File: src/rtl/car_cmd_responder.sv
// Simulator-side responder for the car-control UART link: decodes 8N1 command
// bytes into motion/barrier controls and periodically reports detector status.
module car_cmd_responder #(
  parameter int CLKS_PER_BIT  = 10417,
  parameter int STATUS_PERIOD = 1000000,
  parameter int TIMEOUT_CLKS  = 50000000
) (
  input  logic sys_clk,
  input  logic rst,
  input  logic rxd,
  output logic txd,
  input  logic front_det,
  input  logic back_det,
  input  logic left_det,
  input  logic right_det,
  output logic move_forward,
  output logic move_backward,
  output logic turn_left,
  output logic turn_right,
  output logic place_barrier,
  output logic destroy_barrier,
  output logic cmd_valid,
  output logic hdr_err,
  output logic frame_err
);

  localparam int BIT_W = $clog2(CLKS_PER_BIT + 1);
  localparam int PER_W = $clog2(STATUS_PERIOD + 1);
  localparam int WD_W  = $clog2(TIMEOUT_CLKS + 1);

  localparam logic [BIT_W-1:0] BIT_LAST  = BIT_W'(CLKS_PER_BIT - 1);
  localparam logic [BIT_W-1:0] HALF_LAST = BIT_W'(CLKS_PER_BIT / 2 - 1);

  typedef enum logic [2:0] {
    RX_IDLE,
    RX_START,
    RX_DATA,
    RX_STOP,
    RX_WAIT_IDLE
  } rx_state_e;

  typedef enum logic [1:0] {
    TX_IDLE,
    TX_START,
    TX_DATA,
    TX_STOP
  } tx_state_e;

  // RX state
  logic             rx_meta_q, rx_sync_q, rx_prev_q;
  rx_state_e        rx_state_q, rx_state_d;
  logic [BIT_W-1:0] rx_cnt_q, rx_cnt_d;
  logic [2:0]       rx_bit_q, rx_bit_d;
  logic [7:0]       rx_shift_q, rx_shift_d;
  logic [5:0]       cmd_q, cmd_d;
  logic             cmd_valid_q, cmd_valid_d;
  logic             hdr_err_q, hdr_err_d;
  logic             frame_err_q, frame_err_d;
  logic [WD_W-1:0]  wd_cnt_q, wd_cnt_d;
  logic             byte_done;
  logic [5:0]       cmd_decoded;

  // TX state
  logic [PER_W-1:0] per_cnt_q, per_cnt_d;
  logic             pending_q, pending_d;
  logic             tick;
  tx_state_e        tx_state_q, tx_state_d;
  logic [BIT_W-1:0] tx_cnt_q, tx_cnt_d;
  logic [2:0]       tx_bit_q, tx_bit_d;
  logic [7:0]       tx_shift_q, tx_shift_d;
  logic             txd_q, txd_d;

  // NOTE: sequential state uses non-blocking assignments so every flop samples
  // pre-edge values; blocking here would create order-dependent simulation.
  always_ff @(posedge sys_clk or negedge rst) begin
    if (!rst) begin
      rx_meta_q   <= 1'b1;
      rx_sync_q   <= 1'b1;
      rx_prev_q   <= 1'b1;
      rx_state_q  <= RX_IDLE;
      rx_cnt_q    <= '0;
      rx_bit_q    <= '0;
      rx_shift_q  <= '0;
      cmd_q       <= '0;
      cmd_valid_q <= 1'b0;
      hdr_err_q   <= 1'b0;
      frame_err_q <= 1'b0;
      wd_cnt_q    <= '0;
    end else begin
      rx_meta_q   <= rxd;
      rx_sync_q   <= rx_meta_q;
      rx_prev_q   <= rx_sync_q;
      rx_state_q  <= rx_state_d;
      rx_cnt_q    <= rx_cnt_d;
      rx_bit_q    <= rx_bit_d;
      rx_shift_q  <= rx_shift_d;
      cmd_q       <= cmd_d;
      cmd_valid_q <= cmd_valid_d;
      hdr_err_q   <= hdr_err_d;
      frame_err_q <= frame_err_d;
      wd_cnt_q    <= wd_cnt_d;
    end
  end

  // NOTE: every always_comb output gets a default before the case so no path
  // leaves a signal unassigned, which would infer a latch.
  always_comb begin
    rx_state_d  = rx_state_q;
    rx_cnt_d    = rx_cnt_q + BIT_W'(1);
    rx_bit_d    = rx_bit_q;
    rx_shift_d  = rx_shift_q;
    byte_done   = 1'b0;
    frame_err_d = 1'b0;
    unique case (rx_state_q)
      RX_IDLE: begin
        rx_cnt_d = '0;
        if (rx_prev_q && !rx_sync_q) rx_state_d = RX_START;
      end
      RX_START: begin
        if (rx_cnt_q == HALF_LAST) begin
          rx_cnt_d   = '0;
          rx_bit_d   = '0;
          rx_state_d = rx_sync_q ? RX_IDLE : RX_DATA;
        end
      end
      RX_DATA: begin
        if (rx_cnt_q == BIT_LAST) begin
          rx_cnt_d   = '0;
          rx_shift_d = {rx_sync_q, rx_shift_q[7:1]};
          if (rx_bit_q == 3'd7) rx_state_d = RX_STOP;
          else                  rx_bit_d   = rx_bit_q + 3'd1;
        end
      end
      RX_STOP: begin
        if (rx_cnt_q == BIT_LAST) begin
          rx_cnt_d = '0;
          if (rx_sync_q) begin
            byte_done  = 1'b1;
            rx_state_d = RX_IDLE;
          end else begin
            frame_err_d = 1'b1;
            rx_state_d  = RX_WAIT_IDLE;
          end
        end
      end
      RX_WAIT_IDLE: begin
        rx_cnt_d = '0;
        if (rx_sync_q) rx_state_d = RX_IDLE;
      end
      default: rx_state_d = RX_IDLE;
    endcase
  end

  // Conflicting direction pairs cancel; barrier bits pass straight through.
  assign cmd_decoded = {rx_shift_q[5], rx_shift_q[4],
                        rx_shift_q[3] & ~rx_shift_q[2], rx_shift_q[2] & ~rx_shift_q[3],
                        rx_shift_q[1] & ~rx_shift_q[0], rx_shift_q[0] & ~rx_shift_q[1]};

  always_comb begin
    cmd_valid_d = byte_done && (rx_shift_q[7:6] == 2'b10);
    hdr_err_d   = byte_done && (rx_shift_q[7:6] != 2'b10);
    cmd_d       = cmd_q;
    wd_cnt_d    = wd_cnt_q;
    if (cmd_valid_d) begin
      cmd_d    = cmd_decoded;
      wd_cnt_d = '0;
    end else if (wd_cnt_q != WD_W'(TIMEOUT_CLKS)) begin
      wd_cnt_d = wd_cnt_q + WD_W'(1);
      // Outputs drop in the same cycle the counter lands on the limit.
      if (wd_cnt_q == WD_W'(TIMEOUT_CLKS - 1)) cmd_d = '0;
    end
  end

  always_ff @(posedge sys_clk or negedge rst) begin
    if (!rst) begin
      per_cnt_q  <= '0;
      pending_q  <= 1'b0;
      tx_state_q <= TX_IDLE;
      tx_cnt_q   <= '0;
      tx_bit_q   <= '0;
      tx_shift_q <= '0;
      txd_q      <= 1'b1;
    end else begin
      per_cnt_q  <= per_cnt_d;
      pending_q  <= pending_d;
      tx_state_q <= tx_state_d;
      tx_cnt_q   <= tx_cnt_d;
      tx_bit_q   <= tx_bit_d;
      tx_shift_q <= tx_shift_d;
      txd_q      <= txd_d;
    end
  end

  assign tick      = (per_cnt_q == PER_W'(STATUS_PERIOD - 1));
  assign per_cnt_d = tick ? '0 : per_cnt_q + PER_W'(1);

  always_comb begin
    tx_state_d = tx_state_q;
    tx_cnt_d   = tx_cnt_q + BIT_W'(1);
    tx_bit_d   = tx_bit_q;
    tx_shift_d = tx_shift_q;
    pending_d  = pending_q | tick;
    unique case (tx_state_q)
      TX_IDLE: begin
        tx_cnt_d = '0;
        if (pending_q) begin
          // A tick landing on this same cycle keeps the flag for one more frame.
          pending_d  = tick;
          tx_shift_d = {4'b0000, right_det, left_det, back_det, front_det};
          tx_state_d = TX_START;
        end
      end
      TX_START: begin
        if (tx_cnt_q == BIT_LAST) begin
          tx_cnt_d   = '0;
          tx_bit_d   = '0;
          tx_state_d = TX_DATA;
        end
      end
      TX_DATA: begin
        if (tx_cnt_q == BIT_LAST) begin
          tx_cnt_d   = '0;
          tx_shift_d = {1'b0, tx_shift_q[7:1]};
          if (tx_bit_q == 3'd7) tx_state_d = TX_STOP;
          else                  tx_bit_d   = tx_bit_q + 3'd1;
        end
      end
      TX_STOP: begin
        if (tx_cnt_q == BIT_LAST) begin
          tx_cnt_d   = '0;
          tx_state_d = TX_IDLE;
        end
      end
    endcase

    // txd is registered from the next state so the line never glitches.
    unique case (tx_state_d)
      TX_IDLE:  txd_d = 1'b1;
      TX_START: txd_d = 1'b0;
      TX_DATA:  txd_d = tx_shift_d[0];
      TX_STOP:  txd_d = 1'b1;
    endcase
  end

  assign txd             = txd_q;
  assign move_forward    = cmd_q[0];
  assign move_backward   = cmd_q[1];
  assign turn_left       = cmd_q[2];
  assign turn_right      = cmd_q[3];
  assign place_barrier   = cmd_q[4];
  assign destroy_barrier = cmd_q[5];
  assign cmd_valid       = cmd_valid_q;
  assign hdr_err         = hdr_err_q;
  assign frame_err       = frame_err_q;

endmodule

File: config.mk
export PLATFORM = sky130hd
export DESIGN_NAME = car_cmd_responder
export DESIGN_NICKNAME = d
export VERILOG_FILES = /design/src/rtl/car_cmd_responder.sv
export SDC_FILE = /design/constraint.sdc
export NUM_CORES = 1
export LEC_CHECK = 0
export BUFFER_PORTS_ARGS = -buffer_cell sky130_fd_sc_hd__buf_2
export CAP_MARGIN = 20
export CORE_MARGIN = 8
export CORE_UTILIZATION = 30
export CTS_BUF_LIST = sky130_fd_sc_hd__clkbuf_16
export DETAILED_ROUTE_END_ITERATION = 10
export GPL_TIMING_DRIVEN = 1
export PLACE_DENSITY = 0.54
export SKIP_LAST_GASP = 1
export SLEW_MARGIN = 30
export SYNTH_ARGS = -nofsm -noshare
export SYNTH_HDL_FRONTEND = slang
export SYNTH_SLANG_ARGS = --single-unit
File: constraint.sdc
create_clock -name sys_clk -period 6.5 [get_ports sys_clk]
set_input_delay 0.975 -clock sys_clk [delete_from_list [all_inputs] [get_ports sys_clk]]
set_output_delay 0.975 -clock sys_clk [all_outputs]
set_load 0.01 [all_outputs]
==> key figures <==
Synth
  – Gate count after technology mapping: 542
  – Commonest cells in the synthesized netlist: sky130_fd_sc_hd__dfrtp_1, sky130_fd_sc_hd__nor2_1, sky130_fd_sc_hd__nand2_1
  – Fraction of the yosys area taken by sequential cells: 0.506
  – Most area-consuming cells after synthesis: sky130_fd_sc_hd__dfrtp_1, sky130_fd_sc_hd__xnor2_1, sky130_fd_sc_hd__nor2_1
  – Average footprint of a synthesized cell: 10.4 um2
  – Count of distinct cell types in the synthesized netlist: 62
  – Synthesized area: 0.00564 mm2
  – Number of warning messages in the yosys log: 0
  – Main synth FF type: sky130_fd_sc_hd__dfrtp_1
  – Net count after synthesis: 562
  – Most repeated cell in the gate-level netlist after synthesis: sky130_fd_sc_hd__dfrtp_1
  – Number of synthesized register bits: 114
  – EDFF count, synth: 0
  – Area share of the largest cell type after synthesis: 0.488
  – Fraction of synthesis flops using an asynchronous set or reset pin: 1.00
  – Cell type contributing the most total cell area after synthesis: sky130_fd_sc_hd__dfrtp_1

STA
  – Clock skew after layout: 9.98 ps
  – Total setup violations reported at the end of the flow: 0
  – RSZ-0062 raised after global routing: no
  – Period utilization: 0.449
  – Tightest slew margin relative to the limit: 0.380
  – Accumulated negative setup slack: 0 ps
  – FMAX: 343 MHz
  – Hold violation total from the final report: 0
  – Total count of max-transition violations in the final report: 0
  – Min Clock Period, post-route: 2920 ps
  – Worst slew pin tran: 928 ps

Placed design
  – Number of buffer cells added on primary ports: 16
  – Last weighted congestion value of the routability-driven placer: 0.775
  – HPWL after detailed placement: 7.51 mm

Setup path
  – Required time of the critical path: 6850 ps
  – Crit path DAT: 3270 ps
  – Crit Reg-Reg Startpoint: tx_cnt_q[0]$_DFF_PN0_
  – RR Endpoint: txd$_DFF_PN1_
  – Crit-path max FO: 15
  – Critical-path top delay cell: sky130_fd_sc_hd__nor4_4
  – Critical path start-end classification: flip-flop to flip-flop
  – Critical Path, Cell by Cell: inv_1 -> ha_1 -> or4b_1 -> nor4_4 -> nand2_1 -> xnor2_1 -> ha_1 -> a22o_1
  – Worst Reg-to-Reg Cells: 8
  – Critical path's most frequent cell: sky130_fd_sc_hd__ha_1
  – Max incr delay on CP: 710 ps
  – Endpoint type of the worst setup path: flip-flop
  – Worst reg-to-reg setup slack: 3580 ps
  – Nature of the critical path startpoint: flip-flop

GRT
  – Number of antenna violations at the first check in global routing: 0
  – First-pass GRT wire length: 19.5 mm
  – Met2 track demand over resource in global routing: 0.156
  – Vias in the first global route: 4,117
  – Met1 global-route usage: 0.126
  – Maximum number of pins on one net before global-route repair: 60
  – Layer with the highest usage after global routing: met2
  – Total congestion overflow: 0
  – Met3 track demand over resource in global routing: 0.0307
  – Total GRT Usage: 0.101

Min path
  – Destination of the worst hold path: rx_sync_q$_DFF_PN1_
  – Type of the worst min-delay path: flip-flop to flip-flop
  – Startpoint of the lowest-slack hold path: rx_meta_q$_DFF_PN1_
  – Number of cells on the worst hold path: 0

Clock tree
  – Quantity of hold-fixing buffers added after cts: 0
  – Clock slew at reported path FFs: 60 ps
  – Setup fix buffers added after clock tree synthesis: 0
  – # resized after CTS: 0
  – Number of buffers between clock root and the deepest sink: 2
  – Clock tree from TritonCTS: done
  – Number of H-tree levels: 4
  – Sink count of the clock tree: 114
  – Clock latency on the worst-skew pair: 420 ps
  – Total clock buffers created by CTS: 17
  – Buffer type at the clock tree root: sky130_fd_sc_hd__clkbuf_16

Finish
  – Synthesis-to-finish area growth: 16.6%
  – Final Net Count: 586
  – Antenna diode count: 0
  – Post-layout util: 0.354
  – Layout cell share with drive strength beyond 1: 0.128

Die
  – Initial core utilization: 0.304
  – Chip height: 153 um
  – Width of the die: 153 um
  – Core area: 0.0186 mm2
  – Ports: 17
  – Count of standard-cell rows: 50
  – Die Outline Area: 0.0235 mm2

Detailed routing
  – Post-route DRC: 0
  – Drt via density: 5.04
  – Remaining antenna violation count after routing: 0
  – Detailed Routing Iterations Pass 1: 4
  – Initial drt markers: 227
  – Via count: 4,095
  – Total wirelength of the detailed-routed design: 11.3 mm
  – Detail-routed net length per standard cell: 13.8 um

Status
  – Result of the run: complete, no violations

Flow run
  – # Max-Cap Violations: 0

Pwr
  – Leakage power total: 0.00277 uW
  – Worst VDD drop: 0.207 mV
  – Pwr dens: 272 mW/mm2
worst max-delay path, delay by kind of cell (launching register included):
family	cells	cell delay (ps)
adders and majority gates	2	410
buffers and inverters	1	70
and+or+nand+nor	3	1460
DFF	1	410
xor gates and xnor gates	1	280
AOI/OAI and AO/OA	1	210
cells in the final DEF (no fill, tap or decap), types with 8 or more instances in the layout:
cell type                   count
sky130_fd_sc_hd__buf_2         15
sky130_fd_sc_hd__nor2_1        53
sky130_fd_sc_hd__nor2b_1       10
sky130_fd_sc_hd__a21oi_1       22
sky130_fd_sc_hd__xnor2_1       26
sky130_fd_sc_hd__or4_1          9
sky130_fd_sc_hd__mux2i_1       11
sky130_fd_sc_hd__nand3_1       28
sky130_fd_sc_hd__o21ai_0       15
sky130_fd_sc_hd__and3_1         8
sky130_fd_sc_hd__nor3_1        14
sky130_fd_sc_hd__clkbuf_16     17
sky130_fd_sc_hd__dfrtp_1      110
sky130_fd_sc_hd__xor2_1        20
sky130_fd_sc_hd__nand4_1       21
sky130_fd_sc_hd__inv_1         22
sky130_fd_sc_hd__ha_1          13
sky130_fd_sc_hd__nand2_1       35
sky130_fd_sc_hd__nor4_1         9
logic make-up (layout without fill, tap and decap cells):
logic type | count (synthesis) | after routing | share of synthesized area
xor gates and xnor gates | 46 | 46 | 0.0714
DFF | 114 | 114 | 0.506
and+or+nand+nor | 240 | 240 | 0.241
buffers and inverters | 34 | 71 | 0.0253
AOI/OAI and AO/OA | 79 | 79 | 0.0971
muxes | 16 | 16 | 0.0295
adders and majority gates | 13 | 13 | 0.0288
power by group:
| part | switching, uW | internal (uW) | total (uW) |
|---|---|---|---|
| Clock | 315 | 629 | 944 |
| Combinational | 47.0 | 30.6 | 77.6 |
| Sequential | 30.9 | 734 | 765 |
| Total | 393 | 1390 | 1790 |
sequential cells by signal (all words and copies together) (netlist names), 2 cells and up:
name	cells
tx_shift_q	7
rx_bit_q	3
per_cnt_q	20
tx_bit_q	3
rx_shift_q	8
rx_cnt_q	14
tx_cnt_q	14
cmd_q	6
rx_state_q	3
wd_cnt_q	26
tx_state_q	2
per-layer routing:
metal / vias up / wire (um)
li1: 2025 / -
met3: 14 / 293
met4: 0 / 183
met5: - / 0
met2: 55 / 5170
met1: 2001 / 5600
stage by stage:
stage	std cells	setup WS (ps)	power [uW]	hold WS [ps]	instance area (um2)
2_1_floorplan	542	4070	821	345	5640
3_3_place_gp	781	3750	853	348	5980
3_5_place_dp	781	3590	855	347	5980
4_1_cts	813	3580	1820	355	6580
5_1_grt	813	3410	1870	360	6580
6_report	813	3580	1790	355	6580
how the worst max path moves through the flow:
| stage | start | to | slack (ps) | cells after the start |
|---|---|---|---|---|
| detailed placement | tx_cnt_q[0]$_DFF_PN0_ | txd$_DFF_PN1_ | 3590 | 8 |
| floorplan | tx_cnt_q[0]$_DFF_PN0_ | txd$_DFF_PN1_ | 4070 | 10 |
| global placement | tx_cnt_q[0]$_DFF_PN0_ | txd$_DFF_PN1_ | 3750 | 9 |
| finish | tx_cnt_q[0]$_DFF_PN0_ | txd$_DFF_PN1_ | 3580 | 8 |
| CTS | tx_cnt_q[0]$_DFF_PN0_ | txd$_DFF_PN1_ | 3580 | 8 |
| global route | tx_cnt_q[0]$_DFF_PN0_ | txd$_DFF_PN1_ | 3410 | 8 |
cell type report:
cell class | instances | area [um2]
Multi-Input combinational cell | 394 | 2650
Tap cell | 234 | 293
Timing Repair Buffer | 19 | 105
Inverter | 20 | 75.1
Clock buffer | 17 | 425
Sequential cell | 114 | 2860
Clock inverter | 15 | 174
Fill cell | 1853 | 12000
Note: power is estimated with default switching activity, not from simulation.
